**config.mk**
```make
export PLATFORM = sky130hd
export DESIGN_NAME = if_stage
export DESIGN_NICKNAME = d
export VERILOG_FILES = /design/src/rtl/mips_pkg.sv /design/src/rtl/if_id_reg.sv /design/src/rtl/if_stage.sv
export SDC_FILE = /design/constraint.sdc
export NUM_CORES = 1
export LEC_CHECK = 0
export CAP_MARGIN = 10
export CORE_MARGIN = 4
export CORE_UTILIZATION = 30
export CTS_BUF_LIST = sky130_fd_sc_hd__clkbuf_16
export DETAILED_ROUTE_END_ITERATION = 12
export PLACE_DENSITY = 0.65
export REMOVE_ABC_BUFFERS = 1
export SYNTH_ARGS = -nofsm -noshare
export SYNTH_HDL_FRONTEND = slang
export SYNTH_SLANG_ARGS = --single-unit
```
**constraint.sdc**
```tcl
create_clock -name clk -period 5.15 [get_ports clk]
set_clock_uncertainty 0.1 [all_clocks]
set_input_delay 0.7725 -clock clk [delete_from_list [all_inputs] [get_ports clk]]
set_output_delay 0.7725 -clock clk [all_outputs]
set_load 0.03 [all_outputs]
```
**src/rtl/mips_pkg.sv**
```systemverilog
// Shared definitions for the MIPS pipeline stages.
package mips_pkg;

  localparam logic [31:0] NOP_INSTR        = 32'h0000_0000;
  localparam logic [31:0] RESET_PC_DEFAULT = 32'h0000_0000;

  typedef enum logic {
    RUN    = 1'b0,
    HALTED = 1'b1
  } if_state_t;

endpackage

```
**src/rtl/if_id_reg.sv**
```systemverilog
// Generic PC/IR pipeline register with bubble, hold and load controls.
module if_id_reg
  import mips_pkg::*;
(
  input  logic        clk,
  input  logic        rst,
  input  logic        load,
  input  logic        hold,
  input  logic        bubble,
  input  logic [31:0] in_pc,
  input  logic [31:0] in_ir,
  output logic [31:0] out_pc,
  output logic [31:0] out_ir,
  output logic        out_valid
);

  logic [31:0] pc_d, pc_q;
  logic [31:0] ir_d, ir_q;
  logic        valid_d, valid_q;

  // Bubble beats hold beats load; with no control asserted the register holds.
  always_comb begin
    pc_d    = pc_q;
    ir_d    = ir_q;
    valid_d = valid_q;
    if (bubble) begin
      pc_d    = '0;
      ir_d    = NOP_INSTR;
      valid_d = 1'b0;
    end else if (hold) begin
      pc_d    = pc_q;
      ir_d    = ir_q;
      valid_d = valid_q;
    end else if (load) begin
      pc_d    = in_pc;
      ir_d    = in_ir;
      valid_d = 1'b1;
    end
  end

  always_ff @(posedge clk) begin
    if (rst) begin
      pc_q    <= '0;
      ir_q    <= NOP_INSTR;
      valid_q <= 1'b0;
    end else begin
      pc_q    <= pc_d;
      ir_q    <= ir_d;
      valid_q <= valid_d;
    end
  end

  assign out_pc    = pc_q;
  assign out_ir    = ir_q;
  assign out_valid = valid_q;

endmodule

```
**src/rtl/if_stage.sv**
```systemverilog
// Instruction-fetch stage: program counter, next-PC selection, halt FSM,
// fetch counter and the IF/ID pipeline register.
module if_stage
  import mips_pkg::*;
#(
  parameter logic [31:0] RESET_PC = RESET_PC_DEFAULT,
  parameter int unsigned IMEM_AW  = 10
) (
  input  logic               clk,
  input  logic               rst,
  input  logic               stall,
  input  logic               flush,
  input  logic               redirect,
  input  logic [31:0]        redirect_pc,
  input  logic               halt,
  output logic [IMEM_AW-1:0] imem_addr,
  input  logic [31:0]        imem_data,
  output logic [31:0]        out_pc,
  output logic [31:0]        out_ir,
  output logic               out_valid,
  output logic [31:0]        fetch_count,
  output logic               halted
);

  if_state_t   state_d, state_q;
  logic [31:0] pc_d, pc_q;
  logic [31:0] fetch_count_d, fetch_count_q;
  logic [31:0] pc_plus4;
  logic        frozen;
  logic        ifid_bubble;
  logic        ifid_load;
  logic        unused_redirect_lsbs;

  assign unused_redirect_lsbs = ^redirect_pc[1:0];
  assign pc_plus4    = pc_q + 32'd4;
  assign frozen      = (state_q == HALTED) || halt;
  assign ifid_bubble = frozen || redirect || flush;
  assign ifid_load   = !ifid_bubble && !stall;

  always_comb begin
    state_d = state_q;
    if (state_q == RUN && halt) begin
      state_d = HALTED;
    end
  end

  always_comb begin
    pc_d = pc_plus4;
    if (frozen) begin
      pc_d = pc_q;
    end else if (redirect) begin
      pc_d = {redirect_pc[31:2], 2'b00};
    end else if (stall) begin
      pc_d = pc_q;
    end
  end

  always_comb begin
    fetch_count_d = fetch_count_q;
    if (ifid_load && (fetch_count_q != '1)) begin
      fetch_count_d = fetch_count_q + 32'd1;
    end
  end

  always_ff @(posedge clk) begin
    if (rst) begin
      state_q       <= RUN;
      pc_q          <= RESET_PC;
      fetch_count_q <= '0;
    end else begin
      state_q       <= state_d;
      pc_q          <= pc_d;
      fetch_count_q <= fetch_count_d;
    end
  end

  if_id_reg u_if_id (
    .clk       (clk),
    .rst       (rst),
    .load      (ifid_load),
    .hold      (stall),
    .bubble    (ifid_bubble),
    .in_pc     (pc_plus4),
    .in_ir     (imem_data),
    .out_pc    (out_pc),
    .out_ir    (out_ir),
    .out_valid (out_valid)
  );

  assign imem_addr   = pc_q[IMEM_AW+1:2];
  assign fetch_count = fetch_count_q;
  assign halted      = (state_q == HALTED);

endmodule

```
==> summary.md, run 1 <==
| Metric | Value |
|---|---|
| Nets | 941 |
| Final setup vio count | 0 |
| Initial antenna violation count | 0 |
| Largest net degree at the start of global routing | 63 |
| Reg2Reg Depth | 6 |
| Die Y-Extent | 151 µm |
| Tcrit/Tclk final | 56.8% |
| DP Area | 7970 µm² |
| Critical Path Max Stage Delay | 0.71 ns |
| Crit-path cells | buf_2 > or4_4 > nor2_2 > o211ai_1 > or3_1 > a21oi_1 |
| Clock slew at the register clock pins of the worst setup and hold paths | 0.06 ns |
| Final instance area | 8570 µm² |
| Fmax | 342 MHz |
| Worst Path Max Fanout | 55 |
| Die Wd | 151 µm |
| CP bufs+invs | 1 |
| Clock root buffer | clkbuf_16 |
| Setup slack, reg-to-reg | 2.61 ns |
| Die ar. | 22,700 µm² |
| Post-Syn Area | 6110 µm² |
| Drc violations | 0 |
| Crit. path cell count | 6 |
| Vias/cell | 5.01 |
| Row count | 51 |
| CORE AREA | 19,700 µm² |
| Max Cap Viol | 0 |
| Number of H-tree levels | 4 |
| CTS buffer count | 17 |
| Top_reg_cell synth | dfxtp_1 |
| Seq/Total Area, Yosys | 41.3% |
| Most common cell after layout, fill and taps aside | clkdlybuf4s50_1 |
| Post-CTS Resized | 0 |
| Worst slew margin | 31.6% |
| Lkg Pwr | 0.00299 µW |
| Detailed Place HPWL | 12,300 µm |
| Initial DRC count | 423 |
| Via count | 5,748 |
| Synth warn | 0 |
| Total negative slack | 0 ns |
| Post-Syn Area per Cell | 8.43 µm² |
| Reg-to-Reg End | pc_q[28] |
| Worst EP arrival | 3.16 ns |
| First-pass GRT wire length | 28,600 µm |
| Gpl congestion | 0.789 |
| Peak supply drop | 220 µV |
| Setup repair bufs after CTS | 0 |
| Clock tree buffer depth | 2 |
| Worst flop-to-flop path startpoint | pc_q[2] |
| Hold WS | 0.344 ns |
| Drt total wl | 18,100 µm |
| DR pass1 iterations | 5 |
| Synth Register Bits | 126 |
| Startpoint types | primary input |
| CTS sink cnt | 126 |
| Vias in the first global route | 5,471 |
| Share of cells above drive strength 1 | 6.69% |
| Port Buffers | 173 |
| GR Overflow Total | 0 |
| Worst Setup EP | fetch_count[22] |
| Clk_lat worst skew | 0.41 ns |
| Crit path kind | primary input to flop |
| Area Overhead vs Synth | 40.2% |
| Post-synth EDFFs | 0 |
| Layout fillers | 1,958 |
| Most frequent cells in the layout | clkdlybuf4s50_1, dfxtp_1, nor2_1, a21oi_1, nand2_1 |
| Inserted Diodes | 0 |
| HP Class | flop to flop |
| Global Route Usage Sum | 15.8% |
| CP Capture Type | flop |
| Worst Path Required | 5.39 ns |
| Initial Util | 31.0% |
| Fin crit period | 2.92 ns |
| Worst setup path start | redirect |
| Worst-margin pin slew | 1.02 ns |
| Routed wire length per instance | 15.8 µm |
| Pwr dens | 287 nW/µm² |
| Crit-path slowest cell | or4_4 |
| Ys async rst share | 0% |
| Status | finished clean |
| Worst path top cell family by delay | simple AND/OR/NAND/NOR gates |
| Ports | 178 |
| # hold bufs at CTS | 0 |
| Distinct cell type count after synthesis | 57 |
| Remaining antenna violation count after routing | 0 |
| Final Hold Fails | 0 |
| Unrepaired setup endpoints after global routing | no |
| Fin. max-slew vios | 0 |
| CTS tree | built |
| Syn Inst Count | 725 |
## where the power goes
| group | switching, µW | leakage (µW) | internal, µW |
|---|---|---|---|
| Clock | 469 | 0.000278 | 758 |
| Combinational | 112 | 0.00169 | 105 |
| Sequential | 23.9 | 0.00102 | 993 |
| Total | 605 | 0.00299 | 1860 |
## synthesized netlist by cell type, drive strengths merged, types with 2 or more instances
library cell  instances  area share (%)
or3                  21             2.1
mux2i                38             6.2
or4                   9             1.2
nor3                  6            0.49
inv                  16            0.98
a32o                  5            0.82
nand2                54             3.3
o21ai                33             2.7
o31ai                 7            0.86
nor4                  6             1.1
nor2b                 6            0.61
a31oi                16             1.6
a221oi                7             1.0
a22oi                 2            0.25
o21bai                9             1.1
a21oi                56             4.6
and3                 19             1.9
xor2                 15             2.1
o21a                  2            0.25
dfxtp               126              41
clkbuf               37             2.3
and4                 12             1.7
buf                  22             2.2
xnor2                20             2.9
o211ai                4            0.57
mux2                  4            0.74
a22o                  2            0.29
nand4                18             1.9
nand2b                5            0.51
o41ai                 4            0.57
a31o                  2            0.29
nand3                34             2.8
ha                    2            0.41
nor2                 79             4.9
a211oi                7            0.86
and2                  6            0.61
nand3b                2            0.25
## metrics by stage
step	utilization, %	power, µW	cells	setup WS [ns]
global route	43.5	2560	1147	2.03
finish	43.5	2460	1147	2.23
detailed placement	40.4	1260	1115	1.83
CTS	43.5	2500	1147	2.26
floorplan	-	1130	667	1.79
global placement	40.4	1250	1115	1.84
## registers in the layout (all words and copies together) (netlist names)
name               cells
halted                 1
pc_q                  30
u_if_id.out_ir        32
u_if_id.out_pc        30
u_if_id.out_valid      1
fetch_count           32
## per-layer routing
metal	up-vias	share of wire (%)	GRT usage, %
met5	-	0	0
met4	0	2.4	6.03
met3	27	6.4	4.18
met2	143	46	24.6
met1	2676	45	20.8
li1	2902	-	-
## area by class of cell
class | count | area (µm²) | share of cell area [%]
Multi-Input combinational cell | 525 | 3270 | 38.1
Sequential cell | 126 | 2520 | 29.4
Timing Repair Buffer | 183 | 1790 | 20.9
Clock buffer | 17 | 425 | 4.96
Tap cell | 265 | 332 | 3.87
Clock inverter | 15 | 173 | 2.01
Inverter | 16 | 60.1 | 0.701
## tightest hold or removal path, cell delays in order (launching register included)
cell     delay [ns]
dfxtp_1        0.31
inv_1          0.04
a21oi_1        0.05
## worst min-delay path by stage
stage	startpoint	cells after the start	to
2_1_floorplan	pc_q[20]	2	pc_q[20]
3_3_place_gp	u_if_id.out_valid	2	u_if_id.out_valid
3_5_place_dp	u_if_id.out_valid	2	u_if_id.out_valid
4_1_cts	u_if_id.out_valid	2	u_if_id.out_valid
5_1_grt	u_if_id.out_pc[7]	2	u_if_id.out_pc[7]
6_report	u_if_id.out_valid	2	u_if_id.out_valid
## kinds of logic after synthesis
group	synth area share (%)
buffers and inverters	5.42
adders and majority gates	0.409
xor gates and xnor gates	5.02
AOI/OAI and AO/OA	16.8
and+or+nand+nor	24.1
DFF	41.3
muxes	6.96
other	0.0614
Note: power is estimated with default switching activity, not from simulation.
==> inputs of run 2 (changes only) <==
==> constraint.sdc (replaced) <==
create_clock -name clk -period 2.9 [get_ports clk]
set_clock_uncertainty 0.1 [all_clocks]
set_input_delay 0.435 -clock clk [delete_from_list [all_inputs] [get_ports clk]]
set_output_delay 0.435 -clock clk [all_outputs]
set_load 0.03 [all_outputs]
==> run 2 against run 1 <==
  * Total power increased by 79%
  * Design area grew 1.4%
  * Sequential share of layout area down 0.41 points
  * Core utilization is 0.62 points higher
  * Setup slack got worse by 1.8 ns
  * Clock power is 80% higher
  * Sequential power grew 76%
  * Register-to-register slack lost 2.1 ns
  * Non-clock buffer count increased by 14
  * Routed wire length up 2.2%
  * Combinational power up 84%
==> summary.md, run 2 (same netlist as run 1, synthesis figures left out) <==
| Metric | Value |
|---|---|
| Status | finished clean |
| Die Wd | 151 µm |
| Ports | 178 |
| CORE AREA | 19,700 µm² |
| Fin. max-slew vios | 0 |
| Lkg Pwr | 0.00307 µW |
| Unrepaired setup endpoints after global routing | no |
| Clock root buffer | clkbuf_16 |
| Worst slew margin | 40.8% |
| Most frequent cells in the layout | clkdlybuf4s50_1, dfxtp_1, nor2_1, a21oi_1, nand2_1 |
| Register share of total power | 40.9% |
| Nets | 955 |
| Placed cells | 1,129 |
| Inserted Diodes | 0 |
| Clock slew at the register clock pins of the worst setup and hold paths | 0.06 ns |
| Detailed Place HPWL | 12,900 µm |
| Setup slack, reg-to-reg | 0.50 ns |
| Initial antenna violation count | 0 |
| Switching part of the total | 23.5% |
| Startpoint types | primary input |
| CTS tree | built |
| Vias in the first global route | 5,579 |
| Setup repair bufs after CTS | 0 |
| Reg-to-Reg End | fetch_count[5] |
| Pwr dens | 507 nW/µm² |
| Fmax | 410 MHz |
| Post-CTS Resized | 0 |
| Worst setup path start | halt |
| Clock tree buffer depth | 2 |
| Area Overhead vs Synth | 42.2% |
| Initial Util | 31.0% |
| # hold bufs at CTS | 0 |
| HP Class | flop to flop |
| Worst flop-to-flop path startpoint | fetch_count[5] |
| Post-route insts no fill | 1,160 |
| First-pass GRT wire length | 29,100 µm |
| DP Area | 8090 µm² |
| Gpl congestion | 0.818 |
| Reg2Reg Depth | 6 |
| Comb power frac | 9.1% |
| Final instance area | 8690 µm² |
| Sw power | 1030 µW |
| Die Y-Extent | 151 µm |
| Crit path kind | primary input to flop |
| Routed wire length per instance | 15.9 µm |
| Remaining antenna violation count after routing | 0 |
| Global Route Usage Sum | 16.2% |
| Row count | 51 |
| CTS sink cnt | 126 |
| Clock power frac | 50.0% |
| Die ar. | 22,700 µm² |
| Drc violations | 0 |
| Fin crit period | 2.44 ns |
| Worst EP arrival | 2.68 ns |
| Final Hold Fails | 0 |
| Final setup vio count | 0 |
| Final core occ | 44.1% |
| Area occupied by multi-input gates | 3270 µm² |
| Worst Path Required | 3.13 ns |
| Most common cell after layout, fill and taps aside | clkdlybuf4s50_1 |
| CTS buffer count | 17 |
| Worst-margin pin slew | 0.888 ns |
| Pre-CTS setup slack | 0.0783 ns |
| Share of cells above drive strength 1 | 7.82% |
| DR pass1 iterations | 5 |
| Tcrit/Tclk final | 84.2% |
| CP Capture Type | flop |
| Worst Path Max Fanout | 7 |
| Vias/cell | 5.06 |
| GR Overflow Total | 0 |
| Largest net degree at the start of global routing | 75 |
| Hold WS | 0.344 ns |
| Layout fillers | 1,914 |
| Peak supply drop | 380 µV |
| Final worst slack | 0.459 ns |
| Storage element area | 2520 µm² |
| Worst Setup EP | fetch_count[26] |
| Initial DRC count | 271 |
| Via count | 5,864 |
| Cell-internal power | 3380 µW |
| Drt total wl | 18,500 µm |
| Max Cap Viol | 0 |
| Number of H-tree levels | 4 |
| Clk_lat worst skew | 0.41 ns |
| Port Buffers | 173 |
==> run 2: cell types whose count changed in the layout (fill, tap and decap cells not counted) <==
cell        previous run  this run
clkinv_1               1         2
bufinv_16              3         4
clkinvlp_4             5         4
inv_1                 15        16
buf_4                 10        23
buf_12                 0         1
clkinv_4               3         0
==> run 2: layout make-up <==
cell class	count	area share [%]
Multi-Input combinational cell	525	37.6
Timing Repair Buffer	197	22.0
Sequential cell	126	29.0
Tap cell	265	3.81
Inverter	16	0.691
Clock inverter	14	2.03
Clock buffer	17	4.89
==> run 2: worst max-delay path: stages <==
cell             delay (ns)
clkdlybuf4s50_1        0.48
or4_4                  0.57
nor4_4                 0.37
nand4_1                0.31
or3_1                  0.39
a21oi_1                0.14
==> run 2: worst min-delay path by stage <==
stage                       from           endpoint  depth (start not counted)
2_1_floorplan           pc_q[20]           pc_q[20]                          2
3_3_place_gp   u_if_id.out_valid  u_if_id.out_valid                          2
3_5_place_dp   u_if_id.out_valid  u_if_id.out_valid                          2
4_1_cts        u_if_id.out_valid  u_if_id.out_valid                          2
5_1_grt        u_if_id.out_valid  u_if_id.out_valid                          2
6_report       u_if_id.out_valid  u_if_id.out_valid                          2
==> run 2: power groups by stage <==
stage | registers (µW) | logic [µW] | clock network, µW
2_1_floorplan | 1870 | 139 | 0
3_3_place_gp | 1840 | 401 | 0
3_5_place_dp | 1840 | 402 | 0
4_1_cts | 1800 | 404 | 2260
5_1_grt | 1810 | 438 | 2350
6_report | 1800 | 400 | 2210
==> run 2: per-stage QoR <==
stage	setup TNS, ns	total power, µW
after floorplan	-0.305	2000
after global placement	0	2240
after detailed placement	0	2240
after CTS	0	4470
after global routing	0	4590
final	0	4410
==> run 2: routing by layer <==
layer  GRT usage (%)  up-vias  share of wire (%)
met5               0        -                  0
met4            6.80        0                2.5
met3            4.46       27                6.6
met2            25.4      166                 46
met1            21.1     2740                 45
li1                -     2931                  -
==> inputs of run 3 (changes only) <==
--- a/config.mk
+++ b/config.mk
@@ -10,7 +10,7 @@
 export CORE_UTILIZATION = 30
 export CTS_BUF_LIST = sky130_fd_sc_hd__clkbuf_16
 export DETAILED_ROUTE_END_ITERATION = 12
-export PLACE_DENSITY = 0.65
+export PLACE_DENSITY = 0.67
 export REMOVE_ABC_BUFFERS = 1
 export SYNTH_ARGS = -nofsm -noshare
 export SYNTH_HDL_FRONTEND = slang
==> constraint.sdc (replaced) <==
create_clock -name clk -period 2.19 [get_ports clk]
set_clock_uncertainty 0.1 [all_clocks]
set_input_delay 0.3285 -clock clk [delete_from_list [all_inputs] [get_ports clk]]
set_output_delay 0.3285 -clock clk [all_outputs]
set_load 0.03 [all_outputs]
==> run 3 against run 2 <==
  * Worst hold slack worse by 0.11 ns
  * Sequential share of layout area down 1.4 points
  * Core utilization up 2.3 points
  * Largest cell class unchanged
==> summary.md, run 3 (same netlist as run 1, synthesis figures left out) <==
| Metric | Value |
|---|---|
| Most common cell after layout, fill and taps aside | clkdlybuf4s50_1 |
| Vias in the first global route | 5,629 |
| Post-route insts no fill | 1,212 |
| Status | finished clean |
| Area Overhead vs Synth | 49.7% |
| Final worst slack | 0.0778 ns |
| Sw power | 1380 µW |
| DP Area | 8490 µm² |
| Switching part of the total | 23.5% |
| CORE AREA | 19,700 µm² |
| Comb power frac | 9.8% |
| Vias/cell | 5.03 |
| Crit path kind | flop to flop |
| CTS buffer count | 17 |
| HP Class | primary input to flop |
| Clk_lat worst skew | 0.42 ns |
| Storage element area | 2530 µm² |
| Peak supply drop | 518 µV |
| Row count | 51 |
| Die Wd | 151 µm |
| Clock slew at the register clock pins of the worst setup and hold paths | 0.06 ns |
| Clock root buffer | clkbuf_16 |
| Unrepaired setup endpoints after global routing | no |
| Port Buffers | 173 |
| Via count | 6,094 |
| Ports | 178 |
| Remaining antenna violation count after routing | 0 |
| Nets | 1,005 |
| CTS sink cnt | 126 |
| Worst slew margin | 52.4% |
| Fmax | 473 MHz |
| Setup slack, reg-to-reg | 0.08 ns |
| Die Y-Extent | 151 µm |
| Pwr dens | 643 nW/µm² |
| Initial antenna violation count | 0 |
| Worst EP arrival | 2.35 ns |
| Share of cells above drive strength 1 | 13.6% |
| Startpoint types | flop |
| Clock tree buffer depth | 2 |
| Worst-margin pin slew | 0.714 ns |
| Gpl congestion | 0.870 |
| Final instance area | 9150 µm² |
| Pre-CTS setup slack | -0.406 ns |
| Tcrit/Tclk final | 96.4% |
| Fin. max-slew vios | 0 |
| Layout fillers | 1,860 |
| Number of H-tree levels | 4 |
| CP Capture Type | flop |
| Fin crit period | 2.11 ns |
| Final setup vio count | 0 |
| Drt total wl | 18,700 µm |
| First-pass GRT wire length | 29,400 µm |
| Placed cells | 1,177 |
| Max Cap Viol | 0 |
| Detailed Place HPWL | 13,400 µm |
| Register share of total power | 40.4% |
| Die ar. | 22,700 µm² |
| Drc violations | 0 |
| Post-route total power | 5880 µW |
| Initial DRC count | 278 |
| Routed wire length per instance | 15.4 µm |
| DR pass1 iterations | 5 |
| GR Overflow Total | 0 |
| Initial Util | 31.0% |
| CTS tree | built |
| Clock power frac | 49.8% |
| Largest net degree at the start of global routing | 75 |
| Final Hold Fails | 0 |
| Area occupied by multi-input gates | 3300 µm² |
| Worst Path Required | 2.43 ns |
| Lkg Pwr | 0.00337 µW |
| Final core occ | 46.4% |
| Cell-internal power | 4500 µW |
| Worst Path Max Fanout | 3 |
| Most frequent cells in the layout | clkdlybuf4s50_1, dfxtp_1, nor2_1, buf_4 |
| Global Route Usage Sum | 16.2% |
## run 3: cell types whose count changed in the layout (fill, tap and decap cells not counted), sizes merged
| cell | delta |
|---|---|
| clkdlybuf4s50 | -2 |
| clkinv | +1 |
| diode | +1 |
| dlymetal6s2s | +2 |
| buf | +50 |
| clkinvlp | -2 |
| inv | +2 |
## run 3: critical path, cell delays in order, from the launching register on
cell	delay, ns
dfxtp_1	0.34
ha_1	0.16
nand3_1	0.12
or2_1	0.29
or3_1	0.43
or4_1	0.41
a31oi_1	0.18
## run 3: through the flow
| stage | hold WS (ns) | setup TNS [ns] |
|---|---|---|
| CTS | 0.251 | 0 |
| global placement | 0.334 | -10.41 |
| finish | 0.238 | 0 |
| floorplan | 0.298 | -28.49 |
| global route | 0.256 | 0 |
| detailed placement | 0.338 | -11.62 |
## run 3: timing repair
item / in CTS / in global routing
setup endpoints to repair: 9 / 18
cloned: 0 / 0
pin swaps: 2 / 5
hold buffers: 0 / 0
buffers inserted: 0 / 2
gates resized for setup: 1 / 11
## run 3: path summary, 6_finish.rpt
| kind | endpoint | cells past startpoint | startpoint |
|---|---|---|---|
| max | pc_q[28] | 6 | pc_q[2] |
| min | halted | 4 | halt |
| max reg2reg | pc_q[28] | 6 | pc_q[2] |
| min reg2reg | u_if_id.out_pc[16] | 2 | u_if_id.out_pc[16] |
## run 3: cell type report
type / instances / share of cell area [%]
diodes: 1 / 0.0273
clock buffers: 17 / 4.65
clock inverters: 15 / 1.94
inverters: 16 / 0.656
multi-input cells: 525 / 36.0
flip-flops and latches: 126 / 27.6
well taps: 265 / 3.62
repair buffers: 247 / 25.4
## run 3: power groups by stage
stage	Clock [µW]	Combinational, µW	Sequential, µW
4_1_cts	3010	576	2380
6_report	2930	575	2380
3_5_place_dp	0	572	2430
5_1_grt	3100	626	2380
3_3_place_gp	0	568	2430
2_1_floorplan	0	184	2470
## run 3: per-layer routing
metal,track usage (%),wire [µm]
met4,4.94,203
met5,0,0
met2,25.1,8750
met3,4.33,1270
met1,22.2,8470
